<file path="config.mk">
export PLATFORM = sky130hd
export DESIGN_NAME = aes_uart_tx_serializer_flat
export DESIGN_NICKNAME = d
export VERILOG_FILES = /design/src/rtl/aes_uart_tx_serializer_if.sv /design/src/rtl/aes_uart_tx_serializer.sv /design/src/flat_wrapper.sv
export SDC_FILE = /design/constraint.sdc
export NUM_CORES = 1
export LEC_CHECK = 0
export ABC_CLOCK_PERIOD_IN_PS = 12700
export BUFFER_PORTS_ARGS = -buffer_cell sky130_fd_sc_hd__buf_4
export CAP_MARGIN = 40
export CORE_ASPECT_RATIO = 2
export CORE_MARGIN = 4
export CORE_UTILIZATION = 61
export DETAILED_ROUTE_END_ITERATION = 8
export GPL_TIMING_DRIVEN = 1
export MAX_ROUTING_LAYER = met4
export PLACE_DENSITY = 0.95
export SLEW_MARGIN = 40
export SYNTH_ARGS = -nofsm -noshare
export SYNTH_HDL_FRONTEND = slang
export SYNTH_SLANG_ARGS = --single-unit
</file>
<file path="constraint.sdc">
create_clock -name clk -period 12.7 [get_ports clk]
set_clock_uncertainty 0.05 [all_clocks]
set_input_delay 2.54 -clock clk [delete_from_list [all_inputs] [get_ports clk]]
set_output_delay 2.54 -clock clk [all_outputs]
set_load 0.02 [all_outputs]
</file>
<file path="src/rtl/aes_uart_tx_serializer_if.sv">
// Handshake bundle between the AES core result port and the UART serializer.
// The master side is the core (word producer); the slave side is the serializer.
interface aes_uart_tx_serializer_if #(
    parameter int DATA_W = 112
);
    logic              valid;
    logic [DATA_W-1:0] data_in;
    logic              tx;
    logic              busy;
    logic              done;

    modport master (
        output valid,
        output data_in,
        input  tx,
        input  busy,
        input  done
    );

    modport slave (
        input  valid,
        input  data_in,
        output tx,
        output busy,
        output done
    );
endinterface

</file>
<file path="src/rtl/aes_uart_tx_serializer.sv">
// Captures one AES result word and sends it MSB-byte first as back-to-back 8N1
// UART frames; busy covers the whole word, done pulses after the final stop bit.
module aes_uart_tx_serializer #(
    parameter int CLKS_PER_BIT = 868,
    parameter int NUM_BYTES    = 14,
    parameter int DATA_W       = 112
) (
    input  logic                     clk,
    input  logic                     reset,
    aes_uart_tx_serializer_if.slave  bus
);
    localparam int BAUD_W = (CLKS_PER_BIT > 1) ? $clog2(CLKS_PER_BIT) : 1;
    localparam int IDX_W  = (NUM_BYTES > 1) ? $clog2(NUM_BYTES) : 1;
    localparam logic [BAUD_W-1:0] BAUD_LAST = BAUD_W'(CLKS_PER_BIT - 1);
    localparam logic [IDX_W-1:0]  IDX_LAST  = IDX_W'(NUM_BYTES - 1);

    typedef enum logic [1:0] {IDLE, START, DATA, STOP} state_t;

    state_t            state_q, state_d;
    logic [DATA_W-1:0] shreg_q, shreg_d;
    logic [BAUD_W-1:0] baud_q, baud_d;
    logic [2:0]        bit_q, bit_d;
    logic [IDX_W-1:0]  idx_q, idx_d;
    logic              tx_q, tx_d;
    logic              busy_q, busy_d;
    logic              done_q, done_d;

    logic [7:0] cur_byte;
    logic       baud_end;

    // The byte on the wire always sits in the top 8 bits of the shift register.
    assign cur_byte = shreg_q[DATA_W-1 -: 8];
    assign baud_end = (baud_q == BAUD_LAST);

    // tx_d is the line level for the next cycle, so tx leaves a flop glitch-free.
    always_comb begin
        state_d = state_q;
        shreg_d = shreg_q;
        baud_d  = baud_q;
        bit_d   = bit_q;
        idx_d   = idx_q;
        tx_d    = tx_q;
        busy_d  = busy_q;
        done_d  = 1'b0;

        case (state_q)
            IDLE: begin
                tx_d   = 1'b1;
                busy_d = 1'b0;
                if (bus.valid) begin
                    state_d = START;
                    shreg_d = bus.data_in;
                    tx_d    = 1'b0;
                    busy_d  = 1'b1;
                    baud_d  = '0;
                    bit_d   = '0;
                    idx_d   = '0;
                end
            end
            START: begin
                if (baud_end) begin
                    baud_d  = '0;
                    bit_d   = '0;
                    state_d = DATA;
                    tx_d    = cur_byte[0];
                end else begin
                    baud_d = baud_q + BAUD_W'(1);
                end
            end
            DATA: begin
                if (baud_end) begin
                    baud_d = '0;
                    if (bit_q == 3'd7) begin
                        state_d = STOP;
                        tx_d    = 1'b1;
                    end else begin
                        bit_d = bit_q + 3'd1;
                        tx_d  = cur_byte[bit_q + 3'd1];
                    end
                end else begin
                    baud_d = baud_q + BAUD_W'(1);
                end
            end
            STOP: begin
                if (baud_end) begin
                    baud_d = '0;
                    if (idx_q != IDX_LAST) begin
                        // Next byte starts immediately: no idle gap between bytes.
                        idx_d   = idx_q + IDX_W'(1);
                        shreg_d = shreg_q << 8;
                        state_d = START;
                        tx_d    = 1'b0;
                    end else begin
                        state_d = IDLE;
                        tx_d    = 1'b1;
                        busy_d  = 1'b0;
                        done_d  = 1'b1;
                    end
                end else begin
                    baud_d = baud_q + BAUD_W'(1);
                end
            end
            default: begin
                state_d = IDLE;
                tx_d    = 1'b1;
                busy_d  = 1'b0;
            end
        endcase
    end

    always_ff @(posedge clk or posedge reset) begin
        if (reset) begin
            state_q <= IDLE;
            shreg_q <= '0;
            baud_q  <= '0;
            bit_q   <= '0;
            idx_q   <= '0;
            tx_q    <= 1'b1;
            busy_q  <= 1'b0;
            done_q  <= 1'b0;
        end else begin
            state_q <= state_d;
            shreg_q <= shreg_d;
            baud_q  <= baud_d;
            bit_q   <= bit_d;
            idx_q   <= idx_d;
            tx_q    <= tx_d;
            busy_q  <= busy_d;
            done_q  <= done_d;
        end
    end

    assign bus.tx   = tx_q;
    assign bus.busy = busy_q;
    assign bus.done = done_q;

endmodule

</file>
<file path="src/flat_wrapper.sv">
// flat-port wrapper written by rule: the top's interface ports become plain ports
module aes_uart_tx_serializer_flat 
#(
    parameter int CLKS_PER_BIT = 868,
    parameter int NUM_BYTES    = 14,
    parameter int DATA_W       = 112
)
  (clk, reset, bus_valid, bus_data_in, bus_tx, bus_busy, bus_done);
  aes_uart_tx_serializer_if #(.DATA_W(DATA_W)) bus_i ();
  input  logic clk;
  input  logic reset;
  input wire logic [$bits(bus_i.valid)-1:0] bus_valid;
  input wire logic [$bits(bus_i.data_in)-1:0] bus_data_in;
  output wire logic [$bits(bus_i.tx)-1:0] bus_tx;
  output wire logic [$bits(bus_i.busy)-1:0] bus_busy;
  output wire logic [$bits(bus_i.done)-1:0] bus_done;
  assign bus_i.valid = bus_valid;
  assign bus_i.data_in = bus_data_in;
  assign bus_tx = bus_i.tx;
  assign bus_busy = bus_i.busy;
  assign bus_done = bus_i.done;
  aes_uart_tx_serializer #(.CLKS_PER_BIT(CLKS_PER_BIT), .NUM_BYTES(NUM_BYTES), .DATA_W(DATA_W)) u_core (.clk(clk), .reset(reset), .bus(bus_i));
endmodule
</file>
**Word level (Yosys, flattened, before mapping)**

Index checks and enable logic that the tools add are counted.

- Bits of input ports: 115
- Output and inout port bits: 3
- Logic and storage cells: 73
- Register bits: 134

- $lt $le $gt $ge: 1
- Multiplexer cells: 38
- Eq/ne operators: 14
- Reductions and logical operators: 9
- $add $sub $neg: 3

Operator list:

| cell | number |
|---|---|
| $mux W112 | 3 |
| $pmux W112 S2 | 1 |
| $mux W10 | 2 |
| $pmux W10 S2 | 1 |
| $mux W1 | 13 |
| $mux W3 | 4 |
| $mux W4 | 3 |
| $add A10 B1 Y10 const B | 1 |
| $eq A10 B10 Y1 const B | 1 |
| $mux W2 | 5 |
| $ne A2 B1 Y1 const B | 5 |
| $reduce_and A5 Y1 | 2 |
| $pmux W3 S3 | 1 |
| $pmux W2 S4 | 1 |
| $pmux W4 S2 | 1 |
| $ne A2 B2 Y1 const B | 3 |
| $reduce_and A3 Y1 | 2 |
| $add A4 B1 Y4 const B | 1 |
| $eq A2 B2 Y1 const B | 2 |
| $lt A3 B4 Y1 const B | 1 |
| $ne A4 B4 Y1 const B | 1 |
| $pmux W1 S4 | 1 |
| $reduce_and A4 Y1 | 1 |
| $add A3 B1 Y3 const B | 1 |
| other kinds (8) | 8 |

**Logic depth before layout (Yosys ltp)**

- Depth in word-level cells: 6
- Mapped depth: 10
- Mapped depth without buffers: 6

**Worst setup path before layout**

OpenSTA, ideal clock, no wires.

- Path kind: input -> register
- Start: in bus_valid
- End: reg u_core.shreg_q[100]
- Arrival: 3.580 ns
- Data required time: 12.524 ns
- Library setup time: 0.126 ns
- Stages: 6
- Path buffers: 2
- Slack: 8.943 ns
- Cells stage by stage: nor2b_1 buf_2 nor2_2 o21ai_2 buf_2 a221o_1

- Longest elaborated chain between the ends: 2

RTL lines:

| what | RTL line | RTL |
|---|---|---|
| start: declaration | flat_wrapper.sv:12 | `input wire logic [$bits(bus_i.valid)-1:0] bus_valid;` |
| $ne A2 B2 Y1 (no source line) | - |  |
| $reduce_and A4 Y1 (no source line) | - |  |
| end signal: assignment | aes_uart_tx_serializer.sv:123 | `shreg_q <= shreg_d;` |
| end: declaration | aes_uart_tx_serializer.sv:20 | `logic [DATA_W-1:0] shreg_q, shreg_d;` |

Every way passes these cells.
A chain may end at the register's enable or synchronous reset.

**Final worst setup path**

- Start: in bus_valid
- End: reg u_core.shreg_q[21]

Same word-level chain as after synthesis.

==> metrics.md <==
| Metric | Value |
|---|---|
| Post-CTS Setup Bufs | 0 |
| WL/cell | approximately 22 µm |
| Vias/cell | 7.02 |
| Violated checks | DRC |
| Crit-path max FO | 64 |
| Leak | approximately 3.6 nW |
| I/O Buffers | roughly 120 |
| Req. time, crit path | about 13 ns |
| Min Hold Slack | ~0.46 ns |
| Slew headroom | between 40% and 50% |
| I/O pin count | 118 |
| Sequential area share after synthesis | approximately half |
| Area Growth Syn to Fin | 21.7% |
| First drt pass iteration count | 9 |
| PwrDens | ~120 nW/µm² |
| Synthesized Nets | around 780 |
| Initial Util | between 60% and 70% |
| Synthesized flop and latch total | 134 |
| Mapped cell area | approximately 7000 µm² |
| Post-synthesis cell count | approximately 650 |
| Worst R2R Start | u_core.state_q[0]$_DFFE_PP0P_ |
| Fmax | ~240 MHz |
| Setup Viol. Count Final | 0 |
| Worst hold start | u_core.shreg_q[4]$_DFFE_PP0P_ |
| GRT Total Usage | approximately a third |
| Hold path depth | 1 |
| Placeable Area | between 10000 and 15000 µm² |
| Final setup TNS | 0 ns |
| Top FF cell, synth | dfrtp_1 |
| Hold endpoint | u_core.shreg_q[4]$_DFFE_PP0P_ |
| CTS Hold Bufs | 0 |
| RSZ-0062 raised after global routing | false |
| Number of synthesized flops with an enable pin | 0 |
| Min-Delay Path Class | reg2reg |
| Period minus WS final | 4.12 ns |
| Crit Path Category | in2reg |
| Clock transition at path regs | ~0.06 ns |
| Remaining DRCs | 13 |
| H-tree depth | 4 |
| Post-Layout Cell Count | around 900 |
| Status | complete, but fails checks |
| Worst-skew pair later-pin latency | 0.44 ns |
| Worst Reg-to-Reg Cells | 7 |
| Routed vias | 6245 |
| Resized Gates After CTS | 0 |
| CTS root buffer | clkbuf_16 |
| RR Endpoint | u_core.shreg_q[31]$_DFFE_PP0P_ |
| Die W | approximately 83 µm |
| Fillcell total | about 640 |
| Ys async rst share | 100% |
| Drt total wl | 19900 µm |
| Nets@finish | about 860 |
| Distinct cells, synth | 55 |
| DP Cell Count | between 800 and 900 |
| Die area | roughly 13000 µm² |
| Largest net degree at the start of global routing | approximately 110 |
| Worst reg-to-reg setup slack | between 9 and 10 ns |
| Hold Violations, Final | 0 |
| First-pass GRT wire length | about 31000 µm |
| CTS tree | done |
| Layout cells sized above 1 | between 20% and 30% |
| Type of origin of the critical path | input port |
| RePlAce Congestion | ~0.95 |
| Initial antenna violation count | 0 |
| CP endpoint kind | flip-flop |
| Vias in the first global route | slightly above 6000 |
| Crit share post-route | roughly a third |
| Number of CTS-inserted buffers | 17 |
| Height of the die | between 150 and 200 µm |
| VDD IR max | about 0.11 mV |
| Yosys warns | 0 |
| Detailed Place HPWL | between 10000 and 15000 µm |
| Detailed router's first-iteration violation count | 1047 |
| Number of max-cap violations | 0 |
| Rows | 54 |
| Arrival time worst endpoint | 4.37 ns |
| Antenna Nets Post-Route | 0 |
| Pins Over Slew Limit | 0 |
| Worst-Margin Slew | 0.825 ns |
| Clock buffer depth | 2 |
| Avg Synthesized Cell Area | around 10 µm² |
| Global route total overflow | 0 |
| CTS Sinks | approximately 130 |
| Antenna fix cells | 0 |
state kept, by name (all words and copies together) (netlist names):
register         flops
u_core.shreg_q     112
u_core.baud_q       10
u_core.idx_q         4
u_core.bit_q         3
u_core.state_q       2
u_core.bus.busy      1
u_core.bus.done      1
u_core.bus.tx        1
synth_stat cells, drive strengths merged (2+ instances only):
cell	count	share of area (%)
dfrtp	133	49
and2	89	8.2
nand3	72	5.3
nand2	62	3.4
a222oi	52	7.7
a221o	37	5.4
clkbuf	36	2.0
buf	23	1.8
a22o	15	2.0
o21ai	14	1.1
nand2b	11	1.0
ha	9	1.7
a21oi	8	0.75
a22oi	8	0.88
a2bb2oi	8	1.0
inv	8	0.44
o22ai	8	0.74
nor2	7	0.42
nor3	7	0.75
a31oi	6	0.55
mux2	4	0.72
nand3b	3	0.33
nand4	3	0.37
a41o	2	0.29
mux4	2	0.66
nor4b	2	0.70
o211ai	2	0.22
or2	2	0.22
xnor2	2	0.26
xor2	2	0.26
kinds of logic after synthesis:
logic type,count (synthesis),synth area share (%)
AO/OA/AOI/OAI,165,21.3
XOR/XNOR,4,0.516
adder cells (fa/ha/maj),9,1.66
buffers and inverters,67,4.20
flip-flops,134,49.4
multiplexers,7,1.53
AND/OR/NAND/NOR,265,21.5
worst max path at each step:
| stage | start | end | slack (ns) | cells after the start |
|---|---|---|---|---|
| 2_1_floorplan | reset | u_core.baud_q[0]$_DFFE_PP0P_ | 6.53 | 1 |
| 3_3_place_gp | bus_valid | u_core.shreg_q[103]$_DFFE_PP0P_ | 8.25 | 7 |
| 3_5_place_dp | bus_valid | u_core.shreg_q[21]$_DFFE_PP0P_ | 8.18 | 7 |
| 4_1_cts | bus_valid | u_core.shreg_q[20]$_DFFE_PP0P_ | 8.64 | 7 |
| 5_1_grt | bus_valid | u_core.shreg_q[21]$_DFFE_PP0P_ | 8.50 | 7 |
| 6_report | bus_valid | u_core.shreg_q[21]$_DFFE_PP0P_ | 8.58 | 7 |
power breakdown:
part	internal, mW	switching [mW]	leakage [nW]	total [mW]
clock	0.281	0.203	0.269	0.484
sequential	0.443	0.00966	1.57	0.452
combinational	0.0373	0.0242	1.75	0.0616
total	0.761	0.236	3.59	0.997
area by class of cell:
| type | count | area, µm² | area share, % |
|---|---|---|---|
| clock inverters | 13 | 121 | 1.47 |
| well taps | 140 | 175 | 2.12 |
| flip-flops and latches | 134 | 3350 | 40.6 |
| clock buffers | 19 | 453 | 5.48 |
| repair buffers | 126 | 953 | 11.5 |
| multi-input cells | 450 | 3180 | 38.4 |
| inverters | 8 | 35.0 | 0.424 |
worst max-delay path, cell delays in order:
cell and delay (ns):
buf_4 0.13, nand2b_1 0.27, nand2b_2 0.13, buf_4 0.58
nor3_4 0.07, buf_4 0.28, a221o_1 0.36
placed cells by master (no fill, tap or decap), types with 3 or more instances in the layout:
cell / count
inv_6: 5
dfrtp_1: 133
a21oi_1: 7
o21ai_0: 13
a221o_1: 37
clkbuf_16: 17
inv_1: 7
a22oi_1: 8
a31oi_1: 5
nor2_1: 6
ha_1: 8
a222oi_1: 52
mux2_2: 3
a22o_2: 3
and2_1: 89
nor3_1: 5
buf_4: 124
a22o_1: 12
nand3b_1: 3
a2bb2oi_1: 8
nand3_1: 72
nand2b_1: 10
o22ai_1: 8
clkinvlp_4: 5
nand2_1: 62
layer usage:
metal / part of all wire (%) / vias up / global-route usage (%)
met2: 51 / 441 / 50.8
met4: 6.2 / 0 / 19.8
li1: - / 2667 / -
met1: 34 / 3051 / 39.9
met5: 0 / - / -
met3: 8.5 / 86 / 5.84
per-stage QoR:
| stage | worst slack [ns] | utilization (%) | instance area [µm²] | power, mW |
|---|---|---|---|---|
| after global routing | 8.50 | 76.0 | 8270 | 1.02 |
| after CTS | 8.64 | 76.0 | 8270 | 0.996 |
| after detailed placement | 8.18 | 70.7 | 7690 | 0.520 |
| after global placement | 8.25 | 70.6 | 7680 | 0.516 |
| final | 8.58 | 76.0 | 8270 | 0.997 |
| after floorplan | 6.53 | - | 6800 | 0.481 |
No activity file was read; power rests on OpenSTA's default activity.
